$ cat src/rtl/active_list.sv
// In-order active list: allocates at tail, retires done entries from head, rolls squashed entries back youngest-first.
// Latency: alloc_index/commit/rollback are combinational from state; complete is visible as commit one cycle later.
// Backpressure: full stalls decode (also held high during rollback); commit and rollback have no ready.
module active_list #(
  parameter int REG_ADDR_WIDTH  = 5,
  parameter int FREE_LIST_WIDTH = 3
) (
  input  logic                       clk,
  input  logic                       rst_n,
  input  logic                       alloc_valid,
  input  logic [REG_ADDR_WIDTH-1:0]  alloc_virtual_addr,
  input  logic [REG_ADDR_WIDTH:0]    alloc_physical_addr,
  input  logic [REG_ADDR_WIDTH:0]    alloc_old_physical_addr,
  output logic [FREE_LIST_WIDTH-1:0] alloc_index,
  output logic                       full,
  output logic                       empty,
  output logic [FREE_LIST_WIDTH:0]   count,
  input  logic                       complete_valid,
  input  logic [FREE_LIST_WIDTH-1:0] complete_index,
  output logic                       commit_valid,
  output logic [REG_ADDR_WIDTH-1:0]  commit_virtual_addr,
  output logic [REG_ADDR_WIDTH:0]    commit_physical_addr,
  output logic [REG_ADDR_WIDTH:0]    commit_old_physical_addr,
  input  logic                       flush,
  input  logic [FREE_LIST_WIDTH-1:0] flush_index,
  output logic                       rollback_valid,
  output logic [REG_ADDR_WIDTH-1:0]  rollback_virtual_addr,
  output logic [REG_ADDR_WIDTH:0]    rollback_physical_addr,
  output logic [REG_ADDR_WIDTH:0]    rollback_old_physical_addr
);

  localparam int DEPTH = 1 << FREE_LIST_WIDTH;
  localparam logic [FREE_LIST_WIDTH:0] DEPTH_CNT = {1'b1, {FREE_LIST_WIDTH{1'b0}}};

  typedef logic [FREE_LIST_WIDTH-1:0] idx_t;
  typedef logic [FREE_LIST_WIDTH:0]   cnt_t;
  typedef enum logic {IDLE, ROLLBACK} state_t;

  state_t state, state_nxt;

  logic [DEPTH-1:0]          valid_q, done_q, squash;
  logic [REG_ADDR_WIDTH-1:0] virt_q [DEPTH];
  logic [REG_ADDR_WIDTH:0]   phys_q [DEPTH];
  logic [REG_ADDR_WIDTH:0]   old_q  [DEPTH];

  idx_t head, tail, tail_m1, stop_idx, flush_stop;
  cnt_t count_q, count_nxt;
  logic alloc_fire, flush_fire, rb_fire;

  assign tail_m1    = tail - 1'b1;
  assign flush_stop = flush_index + 1'b1;

  assign full         = (count_q == DEPTH_CNT) || (state == ROLLBACK);
  assign empty        = (count_q == '0);
  assign count        = count_q;
  assign alloc_index  = tail;
  assign commit_valid = valid_q[head] & done_q[head];

  assign alloc_fire = alloc_valid & ~full & ~flush;
  assign flush_fire = flush & (state == IDLE);
  assign rb_fire    = (state == ROLLBACK);

  assign count_nxt = count_q + cnt_t'(alloc_fire) - cnt_t'(commit_valid) - cnt_t'(rb_fire);

  // Squashed range is (flush_index, tail-1], measured as a modular offset from flush_index+1.
  always_comb begin
    squash = '0;
    for (int i = 0; i < DEPTH; i++) begin
      if (flush_fire && ((idx_t'(i) - flush_stop) < (tail - flush_stop)))
        squash[i] = 1'b1;
    end
  end

  always_comb begin
    state_nxt = state;
    case (state)
      IDLE:     if (flush_fire && (tail != flush_stop)) state_nxt = ROLLBACK;
      ROLLBACK: if (tail_m1 == stop_idx)                state_nxt = IDLE;
      default:  state_nxt = IDLE;
    endcase
  end

  always_ff @(posedge clk or negedge rst_n) begin
    if (!rst_n) begin
      state    <= IDLE;
      head     <= '0;
      tail     <= '0;
      stop_idx <= '0;
      count_q  <= '0;
      valid_q  <= '0;
      done_q   <= '0;
    end else begin
      state   <= state_nxt;
      count_q <= count_nxt;
      if (commit_valid) head <= head + 1'b1;
      if (alloc_fire)   tail <= tail + 1'b1;
      else if (rb_fire) tail <= tail_m1;
      if (flush_fire)   stop_idx <= flush_stop;

      valid_q <= valid_q & ~squash;
      if (commit_valid) valid_q[head] <= 1'b0;
      if (complete_valid && valid_q[complete_index]) done_q[complete_index] <= 1'b1;
      if (alloc_fire) begin
        valid_q[tail] <= 1'b1;
        done_q[tail]  <= 1'b0;
      end
    end
  end

  // Payload needs no reset: outputs are gated by their valid.
  always_ff @(posedge clk) begin
    if (alloc_fire) begin
      virt_q[tail] <= alloc_virtual_addr;
      phys_q[tail] <= alloc_physical_addr;
      old_q[tail]  <= alloc_old_physical_addr;
    end
  end

  assign commit_virtual_addr      = commit_valid ? virt_q[head] : '0;
  assign commit_physical_addr     = commit_valid ? phys_q[head] : '0;
  assign commit_old_physical_addr = commit_valid ? old_q[head]  : '0;

  assign rollback_valid             = rb_fire;
  assign rollback_virtual_addr      = rb_fire ? virt_q[tail_m1] : '0;
  assign rollback_physical_addr     = rb_fire ? phys_q[tail_m1] : '0;
  assign rollback_old_physical_addr = rb_fire ? old_q[tail_m1]  : '0;

endmodule

$ cat config.mk
export PLATFORM = sky130hd
export DESIGN_NAME = active_list
export DESIGN_NICKNAME = d
export VERILOG_FILES = /design/src/rtl/active_list.sv
export SDC_FILE = /design/constraint.sdc
export NUM_CORES = 1
export LEC_CHECK = 0
export CORE_MARGIN = 5
export CORE_UTILIZATION = 54
export CTS_CLUSTER_SIZE = 28
export DETAILED_ROUTE_END_ITERATION = 8
export PLACE_DENSITY = 0.77
export SETUP_SLACK_MARGIN = 0.15
export SLEW_MARGIN = 20
export SYNTH_ARGS = -nofsm -noshare
export SYNTH_HDL_FRONTEND = slang
export SYNTH_SLANG_ARGS = --single-unit
$ cat constraint.sdc
create_clock -name clk -period 3.8 [get_ports clk]
set_input_delay 0.38 -clock clk [delete_from_list [all_inputs] [get_ports clk]]
set_output_delay 0.38 -clock clk [all_outputs]
set_load 0.05 [all_outputs]
==> results.toml, run 1 <==
[power]
peakVddDrop_mv = 0.640
power_density_mw_per_mm2 = 928
cellLeakagePower_nw = 3.68

[critical_path]
crit_path_start_kind = "register"
timing.reg2reg.worst_path_depth = 8
timing.critical_path.arrival_ns = 3.04
crit_fanout = 34
timing.reg2reg.setup_slack_ns = 0.88
crit-reg2reg-launch = "head[0]"
worst_ep_required_time_ns = 3.42
worst_setup_path_end_kind = "output port"
worst_r2r_endpoint = "count[3]"
criticalPathCategory = "reg2out"

[flow_run]
max_cap_violation_count = 0

[synthesis]
synthesis.area_mm2 = 0.00836
netlist.top_cell.by_area = "edfxtp_1"
asyncSetResetFlopFracSynth_pct = 18.1
synth_warnings = 0
synth_cells = 555
synth_top_cells_by_count = "edfxtp_1 (136), nand2_1 (79), mux4_2 (69), a21oi_1 (36), dfrtp_1 (30)"
post_synth_main_area_contributors = "edfxtp_1 (49%), mux4_2 (19%), dfrtp_1 (9.0%)"
synth_most_common_cell = "edfxtp_1"
yosys.area.top_type_share_pct = 48.8
ys_dominant_reg_cell = "edfxtp_1"
synth_enable_flop_cells = 136
synth.net_count = 606
ys_types = 61
yosysSeqAreaShare_pct = 57.8
syn_area_per_cell_um2 = 15.1
ys_ff_latch = 166

[placed_design]
placedCellCount = 798
place.port_buffers = 72
place.detailed.hpwl_mm = 12.7
gpl.final_weighted_congestion = 0.854

[layout]
fraction_of_layout_instances_using_a_drive_strength_above_1_pct = 27.1
area_delta_synth_final_pct = 20.2
total_area_of_multi_input_combinational_cells_mm2 = 0.00325
num_antenna_cells = 0
fin_nets = 680
layout_filler_cell_count = 1042
non_filler_instances = 830
storage_cell_area_mm2 = 0.00484

[floorplan]
initial_utilization_pct = 55.0
die_h_um = 134
num_io_pins = 73
floorplan.core_area_mm2 = 0.0152
rows = 45
die_w_um = 134
die-area_mm2 = 0.0181

[clock_tree]
clkSinkCount = 166
post_cts_resized = 0
cts.root.buffer_cell = "clkbuf_16"
htree_num_levels = 4
path_clk_slew_ns = 0.06
cts_inserted_buffers = 17
clockBufferDepth = 2
postCtsSetupBuffers = 0
clk_latency_ns = 0.43
clock_tree_from_tritoncts = "done"
ctsHoldBuffers = 0

[min_path]
holdCritPathClass = "in2async"

[global_route]
global_route.usage.met3_pct = 4.95
grt_max_degree = 44
first_global_vias = 5579
gr-usage-met2_pct = 40.8
initial_antenna_violation_count = 0
grt.met1_usage_pct = 30.7
global_route.overflow_total = 0
busiest_layer = "met2"
grt_pass1_wl_mm = 31.9
grt_use_total_pct = 23.9

[route]
antenna_left = 0
remaining_drc_errors = 0
detail_route.wl_per_cell_um = 24.9
dr_total_vias = 5343
postRouteWirelength_mm = 20.7
detail_route.vias_per_cell = 6.44
drtIter0Drc = 671
drt_pass1_iterations = 5

[outcome]
status = "complete, no violations"

[sta]
finalSetupTns_ns = 0
slew_viol_final = 0
finalHoldViolCount = 0
max_slew.worst_pin.slew_ns = 0.945
final-setup-viol-count = 0
maximum_achievable_frequency_ghz = 0.292
timing.max_slew.rel_slack_pct = 36.8
final.period_utilization_pct = 90.0
min_period_ns = 3.42
timing.clock.skew_ns = 0.00939
rsz0062_at_grt = "false"
[cell families after synthesis]
logic type,synth area share [%]
XOR/XNOR,2.21
flip-flops,57.8
AND/OR/NAND/NOR,7.81
AO/OA/AOI/OAI,6.08
multiplexers,19.1
adder cells (fa/ha/maj),3.62
buffers and inverters,3.37
[per-layer routing]
layer | part of all wire, % | up-vias
met5 | 0 | -
met4 | 2.2 | 0
met3 | 8.2 | 45
met1 | 38 | 2707
li1 | - | 2296
met2 | 52 | 295
[power by group]
| part | internal, W | leakage [nW] | switching [W] |
|---|---|---|---|
| combinational | 0.00217 | 1.79 | 0.00297 |
| sequential | 0.00218 | 1.59 | 0.000222 |
| clock | 0.00110 | 0.299 | 0.000689 |
[critical path, stage by stage (launching register included)]
cell and delay (ns):
dfrtp_1 0.66, inv_1 0.13, ha_1 0.38, buf_4 0.48, mux4_2 0.31, nand2_1 0.06, a21oi_1 0.36, buf_12 0.19
[stage by stage]
stage	setup WS [ns]	hold slack, ns	area (µm²)	total power (W)	util (%)
final	0.381	0.480	10000	0.00933	66.1
after global routing	0.237	0.532	10000	0.00974	66.1
after CTS	0.380	0.501	10000	0.00936	66.1
after detailed placement	0.320	0.495	9440	0.00755	62.1
after global placement	0.436	0.484	9440	0.00744	62.1
after floorplan	0.263	0.0844	8360	0.00572	-
[worst max path at each step]
stage | from | endpoint | slack (ns) | cells past startpoint
finish | alloc_index[1] | rollback_virtual_addr[2] | 0.38 | 7
floorplan | alloc_index[0] | rollback_old_physical_addr[0] | 0.26 | 9
detailed placement | flush_index[0] | valid_q[1] | 0.32 | 11
global placement | flush_index[0] | valid_q[1] | 0.44 | 11
CTS | alloc_index[1] | rollback_virtual_addr[2] | 0.38 | 7
global route | alloc_index[1] | rollback_virtual_addr[2] | 0.24 | 7
[layout make-up]
cell class	instances	share of cell area (%)
Multi-Input combinational cell	327	32.3
Timing Repair Buffer	91	10.1
Clock buffer	19	4.31
Sequential cell	166	48.2
Clock inverter	13	1.77
Inverter	26	0.996
Tap cell	188	2.34
[sequential cells by signal, indices dropped and copies added (netlist names)]
register and flops:
old_q 48, phys_q 48, virt_q 40, done_q 8
valid_q 8, count 4, alloc_index 3, head 3
stop_idx 3, rollback_valid 1
[placed cells by master, fill, tap and decap left out, types with 14 or more instances in the layout]
| master | n |
|---|---|
| inv_1 | 23 |
| dfrtp_1 | 27 |
| nor2_1 | 14 |
| nand2_1 | 79 |
| edfxtp_1 | 136 |
| mux4_2 | 69 |
| buf_12 | 19 |
| a21oi_1 | 36 |
| buf_4 | 35 |
| clkdlybuf4s50_1 | 37 |
| ha_1 | 21 |
| clkbuf_16 | 17 |
Note: power is estimated with default switching activity, not from simulation.
==> inputs of run 2 (changes only) <==
--- a/config.mk
+++ b/config.mk
@@ -6,10 +6,10 @@
 export NUM_CORES = 1
 export LEC_CHECK = 0
 export CORE_MARGIN = 5
-export CORE_UTILIZATION = 54
+export CORE_UTILIZATION = 30
 export CTS_CLUSTER_SIZE = 28
 export DETAILED_ROUTE_END_ITERATION = 8
-export PLACE_DENSITY = 0.77
+export PLACE_DENSITY = 0.49
 export SETUP_SLACK_MARGIN = 0.15
 export SLEW_MARGIN = 20
 export SYNTH_ARGS = -nofsm -noshare
==> constraint.sdc (replaced) <==
create_clock -name clk -period 3.7 [get_ports clk]
set_input_delay 0.37 -clock clk [delete_from_list [all_inputs] [get_ports clk]]
set_output_delay 0.37 -clock clk [all_outputs]
set_load 0.05 [all_outputs]
==> run 2 against run 1 <==
Against the previous run: via count fell by 2.6%; routed wire length rose by 7.8%; non-clock buffer count rose by 2; final area rose by 2.3%; count of clock-buffer cells in the layout fell by 2; sequential cell count did not move; hold slack got worse by 0.14 ns; first-iteration DRC count fell by 49%; setup slack improved by 0.25 ns; core utilization fell by 29 points; critical endpoint is now commit_virtual_addr[4]; total power rose by 2.2%.
==> results.toml, run 2 (synthesized netlist as in run 1, its figures left out) <==
[outcome]
status = "complete, no violations"

[layout]
area_delta_synth_final_pct = 22.9
final_cell_mix = "edfxtp_1 (136), nand2_1 (79), mux4_2 (69)"
layout_filler_cell_count = 2593
fin_nets = 682
layout_commonest_cell = "edfxtp_1"
biggestRegsByFlops = "old_q (48), phys_q (48), virt_q (40)"
num_antenna_cells = 0
fraction_of_layout_instances_using_a_drive_strength_above_1_pct = 27.6
finish.utilization_pct = 37.2

[sta]
final.period_utilization_pct = 82.9
holdWs_ns = 0.343
timing.max_slew.rel_slack_pct = 39.3
rsz0062_at_grt = "false"
min_period_ns = 3.07
finalSetupTns_ns = 0
final-setup-viol-count = 0
max_slew.worst_pin.slew_ns = 0.911
timing.clock.skew_ns = 0.00931
postLayoutSetupSlackWorst_ns = 0.633
slew_viol_final = 0
maximum_achievable_frequency_ghz = 0.326
finalHoldViolCount = 0

[global_route]
initial_antenna_violation_count = 1
grt_max_degree = 44
grt_use_total_pct = 14.5
first_global_vias = 5567
grt_pass1_wl_mm = 33.9
global_route.overflow_total = 0

[power]
power_density_mw_per_mm2 = 928
cellInternalPower_w = 0.00540
switching_power_w = 0.00414
seqPwrFrac_pct = 25.6
cellLeakagePower_nw = 3.68
power.share.switching_pct = 43.4
clkPwrFrac_pct = 17.6
peakVddDrop_mv = 0.494
power.combinational.fraction_pct = 56.8

[floorplan]
floorplan.core_area_mm2 = 0.0276
initial_utilization_pct = 30.3
die_w_um = 177
die-area_mm2 = 0.0313
die_h_um = 177
rows = 61
num_io_pins = 73

[placed_design]
dp_worst_setup_slack_ns = 0.241
place.port_buffers = 72
place.detailed.hpwl_mm = 13.5
gpl.final_weighted_congestion = 0.802

[route]
highest-signal-layer = "met5"
drtIter0Drc = 345
met2WireLength_mm = 11.0
postRouteWirelength_mm = 22.3
detail_route.vias_per_cell = 5.09
drt_pass1_iterations = 4
routed-wl-met3_mm = 1.18
detail_route.wl_per_cell_um = 21.8
antenna_left = 0
dr_total_vias = 5203
route.layer.met1.wl_mm = 9.65
remaining_drc_errors = 0

[clock_tree]
postCtsSetupBuffers = 0
post_cts_resized = 0
ctsHoldBuffers = 0
htree_num_levels = 4
path_clk_slew_ns = 0.07
clk_latency_ns = 0.43
cts_inserted_buffers = 17
clockBufferDepth = 2
cts.root.buffer_cell = "clkbuf_16"
clkSinkCount = 166
clock_tree_from_tritoncts = "done"

[critical_path]
crit_fanout = 19
worst_setup_path_end_kind = "output port"
worst_ep_required_time_ns = 3.33
criticalPathCategory = "reg2out"
timing.reg2reg.worst_path_depth = 8
crit_path_start_kind = "register"
timing.critical_path.arrival_ns = 2.70

[flow_run]
max_cap_violation_count = 0

[min_path]
holdCritPathClass = "in2async"
==> run 2: cell count changes in the layout (fill, tap and decap cells not counted), moves of 2 or more <==
cell / before / now
clkinv_2: 4 / 1
clkinv_8: 0 / 2
inv_8: 0 / 2
inv_6: 2 / 5
bufinv_16: 4 / 0
clkbuf_1: 2 / 0
==> run 2: path summary, 6_finish.rpt <==
check                             from  slack [ns]                endpoint
setup / recovery               head[2]        0.63  commit_virtual_addr[4]
min in group clk           stop_idx[2]        0.50             stop_idx[2]
hold reg to reg            stop_idx[2]        0.50             stop_idx[2]
hold / removal                   rst_n        0.34              valid_q[1]
max in group asynchronous        rst_n        3.02                 head[1]
setup reg to reg               head[2]        0.74                count[3]
==> run 2: area by class of cell <==
class | count | area, µm² | area share, %
clock buffers | 17 | 425 | 4.14
clock inverters | 15 | 140 | 1.36
inverters | 26 | 100 | 0.974
multi-input cells | 327 | 3260 | 31.7
flip-flops and latches | 166 | 4840 | 47.1
well taps | 378 | 473 | 4.60
repair buffers | 93 | 1040 | 10.1
==> run 2: stage by stage <==
| stage | power, W | std cells | area (µm²) |
|---|---|---|---|
| floorplan | 0.00588 | 555 | 8360 |
| global placement | 0.00793 | 990 | 9710 |
| detailed placement | 0.00797 | 990 | 9710 |
| CTS | 0.00967 | 1022 | 10300 |
| global route | 0.0101 | 1022 | 10300 |
| finish | 0.00954 | 1022 | 10300 |
==> run 2: critical path, cell delays in order, from the launching register on <==
cell and delay, ns:
dfrtp_1 0.65, clkinv_1 0.21, mux4_2 0.35, o221ai_2 0.26
buf_4 0.41, a21oi_1 0.16, buf_4 0.23
==> run 2: metal layers <==
layer / GRT usage, % / vias to the layer above
met1: 19.1 / 2707
met3: 3.08 / 26
li1: - / 2296
met2: 24.5 / 172
met5: 0 / -
met4: 4.29 / 2
==> run 2: power groups by stage <==
stage	Combinational, W	Sequential, W	Clock (W)
3_5_place_dp	0.00549	0.00248	0
2_1_floorplan	0.00335	0.00253	0
4_1_cts	0.00551	0.00244	0.00172
3_3_place_gp	0.00546	0.00247	0
6_report	0.00542	0.00244	0.00168
5_1_grt	0.00579	0.00247	0.00180
==> variant 1: new RTL, flow settings as in run 1 <==
Change the parameter `REG_ADDR_WIDTH` from 5 to 6.
--- a/src/rtl/active_list.sv
+++ b/src/rtl/active_list.sv
@@ -2,7 +2,7 @@
 // Latency: alloc_index/commit/rollback are combinational from state; complete is visible as commit one cycle later.
 // Backpressure: full stalls decode (also held high during rollback); commit and rollback have no ready.
 module active_list #(
-  parameter int REG_ADDR_WIDTH  = 5,
+  parameter int REG_ADDR_WIDTH  = 6,
   parameter int FREE_LIST_WIDTH = 3
 ) (
   input  logic                       clk,
Ports: changed (9 resized); port bits go from 73 to 82. The function was not compared with the original's and may differ.
==> variant 1 against run 1 <==
Fmax shrank 1.8%; die area grew 12%; synthesized area grew 13%; sequential share of layout area grew 0.73 points; power grew 18%; sequential cell count grew 24; first-iteration DRC count shrank 12%; routed wire length grew 9.0%; critical path depth shrank 2; setup slack lost 0.064 ns; critical endpoint is now commit_virtual_addr[5]; via count grew 12%; cell area grew 13%; critical path type unchanged.
==> variant 1: results (changes against run 1) <==
status=completed; Hold WS=0.469 ns (-0.0116 ns); number of synthesized flops with an enable pin=160 (+18%); worst-path fanout max=43 (+26%); Hold Path Class=in -> async; largest net degree at the start of global routing=49 (+11%); layout cells sized above 1=24.9% (-2.2 points); pre-CTS setup slack=0.215 ns (-0.105 ns); detailed-route via count=5,958 (+12%); Reg-to-Reg Start=head[0]$_DFFE_PN0P_; worst skew pair latency=0.43 ns (about the same); Clock transition at path regs=0.07 ns; H-tree lvl count=4 (unchanged); Crit. Startpoint=head[0]$_DFFE_PN0P_; max_slew headroom=38.0% (+1.2 points); Seq. cell area=5570 µm² (+15%); Worst Reg-to-Reg Cells=9 (+1); sequential area share after synthesis=58.6% (+0.76 points); top post-synthesis cells by area=edfxtp_1 (51%), mux4_2 (19%), dfrtp_1 (7.9%), ha_1 (2.8%), nand2_1 (2.5%); Layout Skew=0.0119 ns (+0.00254 ns); router iterations before antenna repair=5 (unchanged); top cells by count, synth=edfxtp_1 (160), mux4_2 (80), nand2_1 (64); number of port buffers=81 (+13%); 1st-iter DRT viols=589 (-12%); dpl hpwl=14.2 mm (+12%); Post-synth ARST share=15.8% (-2.3 points); Reg2Reg Setup Slack=0.71 ns (-0.17 ns); yosys warns=0 (unchanged); final WL=22.6 mm (+9.0%); global-route wire length before repair=35.3 mm (+11%); CTS root buf=clkbuf_16; top flop regs=old_q x56, phys_q x56, virt_q x48; CP endpoint=commit_virtual_addr[5]; Leak=4.03 nW (+9.3%); WL per Instance=24.3 µm (-2.5%); Syn Inst Count=605 (+9.0%); initial antenna violation count=0 (unchanged); Top FF cell, synth=edfxtp_1; DP Area=10,800 µm² (+14%); vias in the first global route=6,196 (+11%); nets@finish=743 (+9.3%); Max Fclk=287 MHz (-1.8%); Placer Congestion=0.927 (+8.5%); worst flop-to-flop path endpoint=count[3]$_DFF_PN0_; All-Layer GR Usage=23.2% (-0.66 points); Syn Nets=659 (+8.7%); VDD IR max=1.06 mV (+65%); # fillers=1,126 (+8.1%); Synth cell types=54 (-11%); cts bufs inserted=17 (unchanged); deepest clock path buffer count=2 (unchanged); Placed Instances=894 (+12%)
==> variant 1: cell count changes in the layout (fill, tap and decap cells not counted), sizes merged, moves of 6 or more <==
cell           change
mux4              +11
edfxtp            +24
nand2             -15
a21oi             -10
mux2i             +19
nor2              +18
buf               -10
clkdlybuf4s50     +23
inv                +6
==> variant 1: worst max-delay path: stages, from the launching register on <==
cell	delay, ns
dfrtp_2	0.49
buf_4	0.60
mux4_2	0.58
mux2i_1	0.15
nor2_1	0.09
clkdlybuf4s50_1	0.73
==> variant 1: kinds of logic after synthesis <==
group                    after synthesis  synth area share (%)
flip-flops                           190                  58.6
AND/OR/NAND/NOR                      139                  6.81
multiplexers                         104                  21.6
AO/OA/AOI/OAI                         69                  4.90
buffers and inverters                 63                  3.15
adder cells (fa/ha/maj)               23                  3.19
XOR/XNOR                              17                  1.73
==> variant 1: what timing repair did <==
item	in CTS	in global routing
endpoints found under the setup margin	0	5
gates resized for setup	0	2
hold endpoints to repair	0	23
hold buffers	0	1
buffers inserted	0	0
==> variant 1: power breakdown <==
part	switching [W]	total (W)	internal [W]
Combinational	0.00363	0.00646	0.00283
Sequential	0.000311	0.00280	0.00249
Clock	0.000833	0.00177	0.000940
Total	0.00477	0.0110	0.00627
==> variant 1: metal layers <==
metal | routed length (µm) | vias to the layer above | track usage [%]
met2 | 11800 | 308 | 39.8
li1 | - | 2540 | -
met4 | 298 | 0 | 6.65
met3 | 1710 | 34 | 4.77
met5 | 0 | - | 0
met1 | 8800 | 3076 | 30.2
==> variant 1: final cells by class <==
class / instances / share of cell area (%)
Sequential cell: 190 / 48.9
Clock inverter: 15 / 1.47
Tap cell: 225 / 2.47
Multi-Input combinational cell: 352 / 32.1
Antenna cell: 1 / 0.0220
Clock buffer: 17 / 3.74
Inverter: 23 / 0.758
Timing Repair Buffer: 105 / 10.6
==> variant 2: new RTL, settings of run 1 <==
Made on the original files. Make the reset (`rst_n`) synchronous in one clocked block.
--- a/src/rtl/active_list.sv
+++ b/src/rtl/active_list.sv
@@ -80,7 +80,7 @@
     endcase
   end
 
-  always_ff @(posedge clk or negedge rst_n) begin
+  always_ff @(posedge clk) begin
     if (!rst_n) begin
       state    <= IDLE;
       head     <= '0;
Check against the original RTL: differs if rst_n is asserted again (counterexample within 4 cycles, from zero or initial values and one cycle with rst_n low); with rst_n held inactive, the same outputs for 4 cycles.
==> variant 2 against run 1 <==
Critical path depth decreased by 2; synthesized area rose by 1.1%; cell area grew 1.7%; setup slack gained 0.075 ns; sequential cell count increased by 3; die area is 1.0% higher; count of clock-buffer cells in the layout increased by 1; sequential share of layout area down 1.7 points; first-iteration DRC count is 34% lower; core utilization rose by 0.86 points; non-clock buffer count rose by 7; routed wire length is 4.0% lower; highest routed layer unchanged.
Power is not compared: it rests on default switching activity, and its combinational part moved more than twofold at a synthesized area within 25%.
==> variant 2: results (changes against run 1) <==
status=completed; Synth cell types=55 (-9.8%); Final Slew Violations=0 (unchanged); deepest clock path buffer count=2 (unchanged); worst-path fanout max=15 (-56%); cts bufs inserted=17 (unchanged); layout cells sized above 1=24.6% (-2.5 points); max_slew headroom=42.8% (+6.0 points); yosys warns=0 (unchanged); nets@finish=694 (+2.1%); H-tree lvl count=4 (unchanged); VDD IR max=0.307 mV; top post-synthesis cells by area=edfxtp_1 (48%), mux4_2 (19%), dfxtp_1 (7.8%), ha_1 (3.3%), mux2i_1 (2.6%); Syn Nets=614 (+1.3%); max-capacitance violation count=0 (unchanged); sequential area share after synthesis=56.1% (-1.7 points); Placer Congestion=0.812 (-4.9%); Clock transition at path regs=0.06 ns (about the same); largest net degree at the start of global routing=45 (+2.3%); vias per inst=6.20 (-3.6%); CP arrival=2.96 ns (-0.08 ns); All-Layer GR Usage=22.7% (-1.2 points); WL per Instance=23.0 µm (-8.0%); pre-CTS setup slack=0.280 ns (-0.0398 ns); top flop regs=old_q x48, phys_q x48, virt_q x40; Post-synth ARST share=0% (-18 points); global-route wire length before repair=31.0 mm (-2.8%); CTS root buf=clkbuf_16; ant diodes=0 (unchanged); 1st-iter DRT viols=444 (-34%); vias in the first global route=5,512 (-1.2%); top cells by count, synth=edfxtp_1 (136), mux4_2 (71), nand2_1 (52); worst skew pair latency=0.43 ns (about the same); Layout Skew=0.00815 ns (-0.00124 ns); router iterations before antenna repair=6 (+1); total gr overflow=0 (unchanged); post-cts resize count=0 (unchanged); dpl hpwl=12.6 mm (-1.1%); Hold Path Class=reg -> reg; CTS Hold Bufs=0 (unchanged); number of port buffers=72 (unchanged)
-- variant 2: changes by cell type in the layout (fill, tap and decap cells not counted), sizes merged, moves of 11 or more --
cell and delta:
dfxtp +33, dfrtp -30, nand2 -27, mux2i +19, clkdlybuf4s50 +18, a21oi -11, buf -11
-- variant 2: logic make-up after synthesis --
logic type	count (synthesis)	share of synthesized area, %
AOI/OAI and AO/OA	62	4.57
and+or+nand+nor	138	8.78
buffers and inverters	61	3.45
adders and majority gates	24	3.73
xor gates and xnor gates	14	1.63
muxes	94	21.7
DFF	169	56.1
-- variant 2: power by group through the flow --
stage	Sequential, W	Combinational, W	Clock [W]
floorplan	0.00221	0.000909	0
global placement	0.00215	0.00145	0
detailed placement	0.00216	0.00149	0
CTS	0.00212	0.00150	0.00174
global route	0.00213	0.00160	0.00182
finish	0.00212	0.00150	0.00171
-- variant 2: worst max-delay path: stages, from the launching register on --
cell	delay [ns]
dfxtp_2	0.65
buf_4	0.34
mux4_2	0.56
mux2i_1	0.18
nor2_1	0.08
clkdlybuf4s50_1	0.72
-- variant 2: path summary, 6_finish.rpt --
check	endpoint	cells past startpoint	startpoint	slack (ns)
setup / recovery	commit_physical_addr[4]	5	flop	0.46
hold / removal	stop_idx[1]$_SDFFE_PN0P_	2	stop_idx[1]$_SDFFE_PN0P_	0.52
setup reg to reg	count[3]$_SDFF_PN0_	8	head[0]$_SDFFE_PN0P_	0.70
hold reg to reg	stop_idx[1]$_SDFFE_PN0P_	2	stop_idx[1]$_SDFFE_PN0P_	0.52
-- variant 2: metal layers --
metal / routed length, µm / vias up / track usage (%)
met1: 7690 / 2742 / 28.5
met2: 10500 / 238 / 39.3
met4: 413 / 0 / 8.23
met3: 1250 / 33 / 4.62
met5: 0 / - / 0
li1: - / 2359 / -
-- variant 2: per-stage QoR --
| stage | instance area [µm²] | hold WS, ns | std cells | total power, W |
|---|---|---|---|---|
| after detailed placement | 9630 | 0.499 | 834 | 0.00365 |
| after global routing | 10200 | 0.549 | 866 | 0.00555 |
| final | 10200 | 0.520 | 866 | 0.00533 |
| after CTS | 10200 | 0.515 | 866 | 0.00536 |
| after floorplan | 8450 | 0.460 | 562 | 0.00312 |
| after global placement | 9630 | 0.493 | 834 | 0.00360 |
-- variant 2: layout make-up --
class                           instances  area (µm²)
Multi-Input combinational cell        332        3440
Timing Repair Buffer                   98        1090
Inverter                               24        90.1
Tap cell                              211         264
Clock inverter                         12         151
Clock buffer                           20         437
Sequential cell                       169        4750
Fill cell                            1020        5040
